**config.mk**
```make
export PLATFORM = sky130hd
export DESIGN_NAME = wb_burst_master_flat
export DESIGN_NICKNAME = d
export VERILOG_FILES = /design/src/rtl/wb_burst_master_if.sv /design/src/rtl/wb_burst_master.sv /design/src/flat_wrapper.sv
export SDC_FILE = /design/constraint.sdc
export NUM_CORES = 1
export LEC_CHECK = 0
export CAP_MARGIN = 30
export CELL_PAD_IN_SITES_DETAIL_PLACEMENT = 0
export CELL_PAD_IN_SITES_GLOBAL_PLACEMENT = 1
export CORE_MARGIN = 2
export CORE_UTILIZATION = 45
export CTS_CLUSTER_SIZE = 40
export DETAILED_ROUTE_END_ITERATION = 7
export DONT_BUFFER_PORTS = 1
export MAX_ROUTING_LAYER = met4
export PLACE_DENSITY_LB_ADDON = 0.1
export SYNTH_ARGS = -nofsm -noshare
export SYNTH_HDL_FRONTEND = slang
export SYNTH_SLANG_ARGS = --single-unit
```
**constraint.sdc**
```tcl
create_clock -name wb_clk_i -period 2.5 [get_ports wb_clk_i]
set_clock_uncertainty 0.05 [all_clocks]
set_input_delay 0.375 -clock wb_clk_i [delete_from_list [all_inputs] [get_ports wb_clk_i]]
set_output_delay 0.375 -clock wb_clk_i [all_outputs]
set_load 0.01 [all_outputs]
```
**src/rtl/wb_burst_master_if.sv**
```systemverilog
//------------------------------------------------------------------------------
// wb_burst_master_if
// Command, write-data, read-data, status and Wishbone B3 bus signals of the
// burst master, bundled with master (the block) and slave (its environment)
// views.
// Revision: 1.0
//------------------------------------------------------------------------------
`default_nettype none

interface wb_burst_master_if;
    logic        cmd_valid_i;
    logic        cmd_ready_o;
    logic        cmd_we_i;
    logic [31:0] cmd_adr_i;
    logic [3:0]  cmd_len_i;
    logic [31:0] wr_dat_i;
    logic        wr_valid_i;
    logic        wr_ready_o;
    logic [31:0] rd_dat_o;
    logic        rd_valid_o;
    logic        done_o;
    logic        done_err_o;
    logic [31:0] wb_adr_o;
    logic [31:0] wb_dat_o;
    logic [3:0]  wb_sel_o;
    logic        wb_we_o;
    logic        wb_cyc_o;
    logic        wb_stb_o;
    logic [2:0]  wb_cti_o;
    logic [1:0]  wb_bte_o;
    logic [31:0] wb_dat_i;
    logic        wb_ack_i;
    logic        wb_err_i;
    logic        wb_rty_i;

    modport master (
        input  cmd_valid_i, cmd_we_i, cmd_adr_i, cmd_len_i,
        input  wr_dat_i, wr_valid_i,
        input  wb_dat_i, wb_ack_i, wb_err_i, wb_rty_i,
        output cmd_ready_o, wr_ready_o, rd_dat_o, rd_valid_o, done_o, done_err_o,
        output wb_adr_o, wb_dat_o, wb_sel_o, wb_we_o, wb_cyc_o, wb_stb_o,
        output wb_cti_o, wb_bte_o
    );

    modport slave (
        output cmd_valid_i, cmd_we_i, cmd_adr_i, cmd_len_i,
        output wr_dat_i, wr_valid_i,
        output wb_dat_i, wb_ack_i, wb_err_i, wb_rty_i,
        input  cmd_ready_o, wr_ready_o, rd_dat_o, rd_valid_o, done_o, done_err_o,
        input  wb_adr_o, wb_dat_o, wb_sel_o, wb_we_o, wb_cyc_o, wb_stb_o,
        input  wb_cti_o, wb_bte_o
    );
endinterface

`default_nettype wire

```
**src/rtl/wb_burst_master.sv**
```systemverilog
//------------------------------------------------------------------------------
// wb_burst_master
// Wishbone B3 initiator: turns one command into a linear incrementing burst of
// 1-16 beats, with a write-data stream in and a read-data stream out.
// Revision: 1.0
//------------------------------------------------------------------------------
`default_nettype none

module wb_burst_master #(
    parameter int TIMEOUT = 255
) (
    input  wire logic            wb_clk_i,
    input  wire logic            wb_rst_i,
    wb_burst_master_if.master    bus
);

    localparam logic [2:0] c_CTI_INCR = 3'b010;
    localparam logic [2:0] c_CTI_END  = 3'b111;
    localparam int         c_TMO_W    = (TIMEOUT > 1) ? $clog2(TIMEOUT) : 1;
    localparam bit         c_TMO_EN   = (TIMEOUT != 0);
    localparam logic [c_TMO_W-1:0] c_TMO_LAST = c_TMO_W'((TIMEOUT > 0) ? TIMEOUT - 1 : 0);
    localparam logic [c_TMO_W-1:0] c_TMO_ONE  = c_TMO_W'(1);

    typedef enum logic [1:0] {
        S_IDLE = 2'd0,
        S_LOAD = 2'd1,
        S_BUS  = 2'd2
    } state_t;

    state_t             r_state, w_state;
    logic [31:0]        r_adr, w_adr;
    logic [31:0]        r_dat, w_dat;
    logic               r_we, w_we;
    logic               r_cyc, w_cyc;
    logic               r_stb, w_stb;
    logic [2:0]         r_cti, w_cti;
    logic [4:0]         r_beats, w_beats;
    logic [c_TMO_W-1:0] r_tmo, w_tmo;
    logic [31:0]        r_rd_dat, w_rd_dat;
    logic               r_rd_valid, w_rd_valid;
    logic               r_done, w_done;
    logic               r_done_err, w_done_err;
    logic               w_cmd_ready;
    logic               w_wr_ready;
    logic               w_last;
    logic               w_tmo_hit;
    logic               w_abort;
    logic               w_unused_adr;

    assign w_unused_adr = &{1'b0, bus.cmd_adr_i[1:0]};

    assign w_last    = (r_beats == 5'd1);
    // The final silent cycle counts toward the limit, so stb stays up exactly TIMEOUT cycles.
    assign w_tmo_hit = c_TMO_EN && (r_tmo == c_TMO_LAST) && !bus.wb_ack_i;
    assign w_abort   = bus.wb_err_i | bus.wb_rty_i | w_tmo_hit;

    always_comb begin
        w_state     = r_state;
        w_adr       = r_adr;
        w_dat       = r_dat;
        w_we        = r_we;
        w_cyc       = r_cyc;
        w_stb       = r_stb;
        w_cti       = r_cti;
        w_beats     = r_beats;
        w_tmo       = r_tmo;
        w_rd_dat    = r_rd_dat;
        w_rd_valid  = 1'b0;
        w_done      = 1'b0;
        w_done_err  = 1'b0;
        w_cmd_ready = 1'b0;
        w_wr_ready  = 1'b0;

        case (r_state)
            S_IDLE: begin
                w_cmd_ready = ~wb_rst_i;
                if (bus.cmd_valid_i) begin
                    w_adr   = {bus.cmd_adr_i[31:2], 2'b00};
                    w_we    = bus.cmd_we_i;
                    w_beats = {1'b0, bus.cmd_len_i} + 5'd1;
                    w_cti   = (bus.cmd_len_i == 4'd0) ? c_CTI_END : c_CTI_INCR;
                    w_tmo   = '0;
                    if (bus.cmd_we_i) begin
                        w_state = S_LOAD;
                    end else begin
                        w_cyc   = 1'b1;
                        w_stb   = 1'b1;
                        w_state = S_BUS;
                    end
                end
            end

            S_LOAD: begin
                w_wr_ready = 1'b1;
                if (bus.wr_valid_i) begin
                    w_dat   = bus.wr_dat_i;
                    w_cyc   = 1'b1;
                    w_stb   = 1'b1;
                    w_tmo   = '0;
                    w_state = S_BUS;
                end
            end

            S_BUS: begin
                // err/rty override a simultaneous ack: the beat is dropped entirely.
                if (w_abort) begin
                    w_cyc      = 1'b0;
                    w_stb      = 1'b0;
                    w_done     = 1'b1;
                    w_done_err = 1'b1;
                    w_state    = S_IDLE;
                end else if (bus.wb_ack_i) begin
                    w_adr   = r_adr + 32'd4;
                    w_beats = r_beats - 5'd1;
                    w_tmo   = '0;
                    if (!r_we) begin
                        w_rd_dat   = bus.wb_dat_i;
                        w_rd_valid = 1'b1;
                    end
                    if (w_last) begin
                        w_cyc   = 1'b0;
                        w_stb   = 1'b0;
                        w_done  = 1'b1;
                        w_state = S_IDLE;
                    end else begin
                        w_cti = (r_beats == 5'd2) ? c_CTI_END : c_CTI_INCR;
                        if (r_we) begin
                            w_wr_ready = 1'b1;
                            if (bus.wr_valid_i) begin
                                w_dat = bus.wr_dat_i;
                            end else begin
                                w_stb   = 1'b0;
                                w_state = S_LOAD;
                            end
                        end
                    end
                end else if (c_TMO_EN) begin
                    w_tmo = r_tmo + c_TMO_ONE;
                end
            end

            default: begin
                w_state = S_IDLE;
            end
        endcase
    end

    always_ff @(posedge wb_clk_i) begin
        if (wb_rst_i) begin
            r_state    <= S_IDLE;
            r_adr      <= '0;
            r_dat      <= '0;
            r_we       <= 1'b0;
            r_cyc      <= 1'b0;
            r_stb      <= 1'b0;
            r_cti      <= 3'b000;
            r_beats    <= '0;
            r_tmo      <= '0;
            r_rd_dat   <= '0;
            r_rd_valid <= 1'b0;
            r_done     <= 1'b0;
            r_done_err <= 1'b0;
        end else begin
            r_state    <= w_state;
            r_adr      <= w_adr;
            r_dat      <= w_dat;
            r_we       <= w_we;
            r_cyc      <= w_cyc;
            r_stb      <= w_stb;
            r_cti      <= w_cti;
            r_beats    <= w_beats;
            r_tmo      <= w_tmo;
            r_rd_dat   <= w_rd_dat;
            r_rd_valid <= w_rd_valid;
            r_done     <= w_done;
            r_done_err <= w_done_err;
        end
    end

    assign bus.cmd_ready_o = w_cmd_ready;
    assign bus.wr_ready_o  = w_wr_ready;
    assign bus.rd_dat_o    = r_rd_dat;
    assign bus.rd_valid_o  = r_rd_valid;
    assign bus.done_o      = r_done;
    assign bus.done_err_o  = r_done_err;
    assign bus.wb_adr_o    = r_adr;
    assign bus.wb_dat_o    = r_dat;
    assign bus.wb_sel_o    = 4'hF;
    assign bus.wb_we_o     = r_we;
    assign bus.wb_cyc_o    = r_cyc;
    assign bus.wb_stb_o    = r_stb;
    assign bus.wb_cti_o    = r_cti;
    assign bus.wb_bte_o    = 2'b00;

endmodule

`default_nettype wire
```
**src/flat_wrapper.sv**
```systemverilog
// flat-port wrapper written by rule: the top's interface ports become plain ports
module wb_burst_master_flat 
#(
    parameter int TIMEOUT = 255
)
  (wb_clk_i, wb_rst_i, bus_cmd_valid_i, bus_cmd_we_i, bus_cmd_adr_i, bus_cmd_len_i, bus_wr_dat_i, bus_wr_valid_i, bus_wb_dat_i, bus_wb_ack_i, bus_wb_err_i, bus_wb_rty_i, bus_cmd_ready_o, bus_wr_ready_o, bus_rd_dat_o, bus_rd_valid_o, bus_done_o, bus_done_err_o, bus_wb_adr_o, bus_wb_dat_o, bus_wb_sel_o, bus_wb_we_o, bus_wb_cyc_o, bus_wb_stb_o, bus_wb_cti_o, bus_wb_bte_o);
  wb_burst_master_if bus_i ();
  input  wire logic wb_clk_i;
  input  wire logic wb_rst_i;
  input wire logic [$bits(bus_i.cmd_valid_i)-1:0] bus_cmd_valid_i;
  input wire logic [$bits(bus_i.cmd_we_i)-1:0] bus_cmd_we_i;
  input wire logic [$bits(bus_i.cmd_adr_i)-1:0] bus_cmd_adr_i;
  input wire logic [$bits(bus_i.cmd_len_i)-1:0] bus_cmd_len_i;
  input wire logic [$bits(bus_i.wr_dat_i)-1:0] bus_wr_dat_i;
  input wire logic [$bits(bus_i.wr_valid_i)-1:0] bus_wr_valid_i;
  input wire logic [$bits(bus_i.wb_dat_i)-1:0] bus_wb_dat_i;
  input wire logic [$bits(bus_i.wb_ack_i)-1:0] bus_wb_ack_i;
  input wire logic [$bits(bus_i.wb_err_i)-1:0] bus_wb_err_i;
  input wire logic [$bits(bus_i.wb_rty_i)-1:0] bus_wb_rty_i;
  output wire logic [$bits(bus_i.cmd_ready_o)-1:0] bus_cmd_ready_o;
  output wire logic [$bits(bus_i.wr_ready_o)-1:0] bus_wr_ready_o;
  output wire logic [$bits(bus_i.rd_dat_o)-1:0] bus_rd_dat_o;
  output wire logic [$bits(bus_i.rd_valid_o)-1:0] bus_rd_valid_o;
  output wire logic [$bits(bus_i.done_o)-1:0] bus_done_o;
  output wire logic [$bits(bus_i.done_err_o)-1:0] bus_done_err_o;
  output wire logic [$bits(bus_i.wb_adr_o)-1:0] bus_wb_adr_o;
  output wire logic [$bits(bus_i.wb_dat_o)-1:0] bus_wb_dat_o;
  output wire logic [$bits(bus_i.wb_sel_o)-1:0] bus_wb_sel_o;
  output wire logic [$bits(bus_i.wb_we_o)-1:0] bus_wb_we_o;
  output wire logic [$bits(bus_i.wb_cyc_o)-1:0] bus_wb_cyc_o;
  output wire logic [$bits(bus_i.wb_stb_o)-1:0] bus_wb_stb_o;
  output wire logic [$bits(bus_i.wb_cti_o)-1:0] bus_wb_cti_o;
  output wire logic [$bits(bus_i.wb_bte_o)-1:0] bus_wb_bte_o;
  assign bus_i.cmd_valid_i = bus_cmd_valid_i;
  assign bus_i.cmd_we_i = bus_cmd_we_i;
  assign bus_i.cmd_adr_i = bus_cmd_adr_i;
  assign bus_i.cmd_len_i = bus_cmd_len_i;
  assign bus_i.wr_dat_i = bus_wr_dat_i;
  assign bus_i.wr_valid_i = bus_wr_valid_i;
  assign bus_i.wb_dat_i = bus_wb_dat_i;
  assign bus_i.wb_ack_i = bus_wb_ack_i;
  assign bus_i.wb_err_i = bus_wb_err_i;
  assign bus_i.wb_rty_i = bus_wb_rty_i;
  assign bus_cmd_ready_o = bus_i.cmd_ready_o;
  assign bus_wr_ready_o = bus_i.wr_ready_o;
  assign bus_rd_dat_o = bus_i.rd_dat_o;
  assign bus_rd_valid_o = bus_i.rd_valid_o;
  assign bus_done_o = bus_i.done_o;
  assign bus_done_err_o = bus_i.done_err_o;
  assign bus_wb_adr_o = bus_i.wb_adr_o;
  assign bus_wb_dat_o = bus_i.wb_dat_o;
  assign bus_wb_sel_o = bus_i.wb_sel_o;
  assign bus_wb_we_o = bus_i.wb_we_o;
  assign bus_wb_cyc_o = bus_i.wb_cyc_o;
  assign bus_wb_stb_o = bus_i.wb_stb_o;
  assign bus_wb_cti_o = bus_i.wb_cti_o;
  assign bus_wb_bte_o = bus_i.wb_bte_o;
  wb_burst_master #(.TIMEOUT(TIMEOUT)) u_core (.wb_clk_i(wb_clk_i), .wb_rst_i(wb_rst_i), .bus(bus_i));
endmodule
```
After elaboration in Yosys (flattened, before gate mapping)

Cells that the tools add are included.

Register bits after elaboration: 120
Output and inout port bits: 113
Word-level logic and storage cells: 117

Add/subtract/negate cells: 4
Equal/unequal tests: 16
Multiplexer cells: 59
Bitwise logic cells: 7
Reductions and logical operators: 18

Operators by type and width:

| cell                                           | number |
|---|---|
| two-way mux 32 bit                             | 8 |
| one-hot mux 32 bit (2 select lines)            | 2 |
| adder 32 x 3 -> 32 bit (second input constant) | 1 |
| two-way mux 8 bit                              | 4 |
| one-hot mux 8 bit (3 select lines)             | 1 |
| two-way mux 1 bit                              | 21 |
| two-way mux 3 bit                              | 6 |
| two-way mux 2 bit                              | 8 |
| two-way mux 5 bit                              | 3 |
| AND reduction 5 bit                            | 3 |
| != test 2 bit (second input constant)          | 6 |
| AND reduction 4 bit                            | 3 |
| one-hot mux 5 bit (2 select lines)             | 1 |
| adder 8 x 1 -> 8 bit (second input constant)   | 1 |
| == test 8 bit (second input constant)          | 1 |
| AND reduction 7 bit                            | 1 |
| one-hot mux 1 bit (3 select lines)             | 2 |
| one-hot mux 2 bit (3 select lines)             | 1 |
| one-hot mux 3 bit (2 select lines)             | 1 |
| AND reduction 6 bit                            | 1 |
| adder 4 x 1 -> 5 bit (second input constant)   | 1 |
| == test 5 x 1 -> 1 bit (second input constant) | 1 |
| == test 5 x 2 -> 1 bit (second input constant) | 1 |
| inverter 1 bit                                 | 5 |
| 19 further kinds                               | 21 |

Depth between registers and ports, before layout

Word-level depth: 6
Mapped depth: 10

Worst setup path after synthesis

Ideal clock, no wire load.

Path kind: register to register
From: register u_core.r_state[0]
To: register u_core.r_adr[14] (netlist: u_core.bus.wb_adr_o[14])
Library setup time: 0.132 ns
Data arrival time: 1.996 ns
Data required time: 2.318 ns
Setup slack: 0.322 ns
Stages on the path, launching flop included: 10
Path buffers: 2
Clock period less this slack: 2.178 ns
Cell sequence: dfxtp_1 inv_1 ha_1 clkbuf_1 mux2i_1 a21o_1 buf_1 nor3_1 o21ai_0 a21oi_1

Longest elaborated chain between the ends: 3

Ends and longest elaborated chain:

| what                                                          | line                   | source |
|---|---|---|
| start: declaration                                            | wb_burst_master.sv:30  | `state_t r_state, w_state;` |
| start signal: assignment                                      | wb_burst_master.sv:164 | `r_state <= w_state;` |
| == test 2 bit or zero test 2 bit (tied branches)              | wb_burst_master.sv:74  | `case (r_state)` |
| != test 2 bit (no line) or nonzero test 2 bit (tied branches) | -                      |  |
| AND reduction 4 bit (no line)                                 | -                      |  |
| end signal: assignment                                        | wb_burst_master.sv:165 | `r_adr <= w_adr;` |
| end: declaration                                              | wb_burst_master.sv:31  | `logic [31:0] r_adr, w_adr;` |

Parallel ways exist; a longest one is shown, timed or not.
A chain may end at the register's enable or synchronous reset.

Final worst setup path

From: register u_core.r_state[0]
To: register u_core.r_tmo[5]

Longest elaborated chain between the ends: 3

Ends and longest elaborated chain:

| what                                                          | line                   | source |
|---|---|---|
| == test 2 bit, or another cell as far along                   | wb_burst_master.sv:74  |  |
| != test 2 bit (no line) or nonzero test 3 bit (tied branches) | -                      |  |
| AND reduction 4 bit (no line)                                 | -                      |  |
| end signal: assignment                                        | wb_burst_master.sv:172 | `r_tmo <= w_tmo;` |
| end: declaration                                              | wb_burst_master.sv:38  | `logic [c_TMO_W-1:0] r_tmo, w_tmo;` |

Parallel ways exist; a longest one is shown, timed or not.

==> results.json <==
{
  "hold_path_class": "input port to flop",
  "finalSetupTns_ps": 0,
  "route.detailed.drc": 0,
  "grt_max_degree": 90,
  "gp_congestion": 0.892,
  "placed_cells": 836,
  "netlist_area_sq_um": 5570,
  "antenna_cells": 0,
  "fin_ws_ps": 204,
  "synth_seq_cells": 117,
  "fin_crit_sh_pct": 91.9,
  "drt-initial-drc-count": 314,
  "core_area_sq_um": 12100,
  "dp_slack_ps": 61.2,
  "clock_path_buffers": 2,
  "cts-buffers-inserted": 17,
  "combPwrFrac_pct": 21.1,
  "vias": 4956,
  "ios": 221,
  "crit_required_ps": 2750,
  "path_clk_slew_ps": 60,
  "switching_share_pct": 31.7,
  "cts_sinks": 117,
  "setup_viol": 0,
  "ys_types": 63,
  "drt_pass1_iterations": 4,
  "finalHoldViolations": 0,
  "grt_pass1_wl_mm": 23.1,
  "clk_latency_ps": 410,
  "syn_to_final_growth_pct": 15.6,
  "worstPathMaxFanout": 8,
  "antenna_found_initial": 0,
  "max_cap_viol_count": 0,
  "wirelength_mm": 15.1,
  "tightest_slew_ps": 662,
  "synthArstFlopShare_pct": 0,
  "fp.dieW_um": 115,
  "p_sw_mw": 1.92,
  "power_leakage_nw": 2.25,
  "rsz0062_at_grt": "no",
  "drive_gt1_share_pct": 10.4,
  "hpwl_mm": 10.4,
  "seq_power_share_pct": 39.1,
  "die_area_sq_um": 13300,
  "viasPerCell": 5.70,
  "htreeDepth": 4,
  "synthFlopType": "dfxtp_1",
  "cp-end-kind": "flop",
  "synthCells": 683,
  "p_clk_share_pct": 39.8,
  "relSlewSlack_pct": 55.6,
  "arrival_ps": 2550,
  "synth_edf_count": 0,
  "nNetsFinal": 809,
  "overflow": 0,
  "min_period_ps": 2300,
  "start_kind": "flop",
  "seq_area_frac_synth_pct": 42.1,
  "post-route-util_pct": 53.4,
  "critPathKind": "flop to flop",
  "p_int_mw": 4.14,
  "vdd_ir_drop_max_v": 0.000431,
  "cts_tree": "yes",
  "cts_root_buffer": "clkbuf_16",
  "port_buffers": 0,
  "rows": 40,
  "grt_usage_pct": 22.8,
  "die_y_um": 115,
  "outcome": "completed",
  "fmax_mhz": 435,
  "finalNonFillerCells": 870,
  "syn_area_per_cell_sq_um": 8.15,
  "powerDensity_nw_per_um2": 942,
  "grt_pass1_vias": 4781,
  "wl_per_cell_um": 17.4,
  "antenna_left": 0,
  "slew_violations": 0,
  "synth-warning-count": 0,
  "initial_utilization_pct": 46.2
}
-- path summary, 6_finish.rpt --
check	startpoint	end	slack (ps)	depth (start not counted)
min reg2reg	u_core.bus.rd_dat_o[26]$_SDFFE_PP0P_	u_core.bus.rd_dat_o[26]$_SDFFE_PP0P_	450	2
max	u_core.r_state[0]$_SDFFE_PP0P_	u_core.r_tmo[5]$_SDFFE_PP0P_	200	7
min	wb_rst_i	u_core.bus.wb_adr_o[30]$_SDFFE_PP0P_	30	1
max reg2reg	u_core.r_state[0]$_SDFFE_PP0P_	u_core.r_tmo[5]$_SDFFE_PP0P_	200	7
-- critical path, stage by stage, from the launching register on --
cell       delay (ps)
dfxtp_1           390
inv_1             100
ha_1              290
nor2b_1           170
or3_1             500
a2111oi_0         450
xnor2_1           180
nor2_1             50
-- per-stage QoR --
| stage | hold slack [ps] | total power, mW | instance area (sq um) |
|---|---|---|---|
| 4_1_cts | 6.45 | 6.11 | 6430 |
| 3_3_place_gp | 409 | 3.62 | 5800 |
| 3_5_place_dp | 409 | 3.66 | 5800 |
| 6_report | 28.6 | 6.06 | 6440 |
| 5_1_grt | 16.3 | 6.39 | 6440 |
| 2_1_floorplan | 413 | 3.29 | 5590 |
-- power by group through the flow --
stage / clock network (mW) / logic [mW] / registers [mW]
finish: 2.41 / 1.28 / 2.37
floorplan: 0 / 0.910 / 2.38
global placement: 0 / 1.22 / 2.40
CTS: 2.46 / 1.28 / 2.37
global route: 2.54 / 1.44 / 2.41
detailed placement: 0 / 1.25 / 2.41
-- kinds of logic after synthesis --
group / share of synthesized area [%]
buffers and inverters: 5.55
multiplexers: 6.67
other: 0.135
AND/OR/NAND/NOR: 24.5
XOR/XNOR: 1.42
flip-flops: 42.1
adder cells (fa/ha/maj): 2.70
AO/OA/AOI/OAI: 16.9
-- synth_stat cells, drive strengths merged (5+ instances only) --
cell type / instances / share of area (%)
dfxtp: 117 / 42
nand2: 101 / 6.8
nor2: 70 / 4.7
a21oi: 67 / 6.1
mux2i: 36 / 6.5
clkbuf: 30 / 2.0
nand3: 24 / 2.2
o21ai: 23 / 2.1
buf: 21 / 2.4
nor3: 18 / 1.6
inv: 15 / 1.0
nand4: 13 / 1.5
ha: 12 / 2.7
and3: 11 / 1.2
or3: 10 / 1.1
a211oi: 9 / 1.2
nor4: 8 / 1.2
xnor2: 8 / 1.3
nor2b: 7 / 0.79
a22oi: 6 / 0.81
o22ai: 6 / 0.67
a31oi: 5 / 0.56
-- state kept, by name, summed over array words and instances (netlist names) --
name and cells:
u_core.r_beats 5, u_core.bus.rd_valid_o 1, u_core.bus.wb_we_o 1, u_core.bus.wb_dat_o 32
u_core.bus.done_o 1, u_core.bus.wb_stb_o 1, u_core.bus.wb_adr_o 30, u_core.bus.wb_cyc_o 1
u_core.bus.wb_cti_o 2, u_core.r_tmo 8, u_core.bus.done_err_o 1, u_core.bus.rd_dat_o 32
u_core.r_state 2
-- final cells by class --
cell class                      count  area (sq um)
Clock buffer                       21           470
Clock inverter                     11           126
Fill cell                        1176          5630
Inverter                           16          60.1
Multi-Input combinational cell    505          2950
Sequential cell                   117          2340
Tap cell                          168           210
Timing Repair Buffer               32           275
-- what timing repair did --
| item | CTS | global route |
|---|---|---|
| buffers inserted | 0 | 0 |
| hold buffers | 2 | 0 |
| gates resized for setup | 0 | 3 |
| endpoints found under the setup margin | 0 | 66 |
| hold endpoints to repair | 89 | 0 |
-- placed cells by master (no fill, tap or decap), drive strengths merged, types with 9 or more instances in the layout --
cell / instances
ha: 12
buf: 31
or3: 10
clkbuf: 21
a211oi: 9
a21oi: 67
nand4: 13
inv: 15
dfxtp: 117
nor3: 18
nand2: 101
mux2i: 36
nor2: 70
o21ai: 23
and3: 11
nand3: 24
-- metal layers --
metal | part of all wire (%) | up-vias | track usage, %
li1 | - | 2413 | -
met1 | 43 | 2332 | 27.0
met2 | 47 | 185 | 35.1
met3 | 7.5 | 26 | 7.49
met4 | 1.9 | 0 | 10.6
met5 | 0 | - | -
Note: power is estimated with default switching activity, not from simulation.
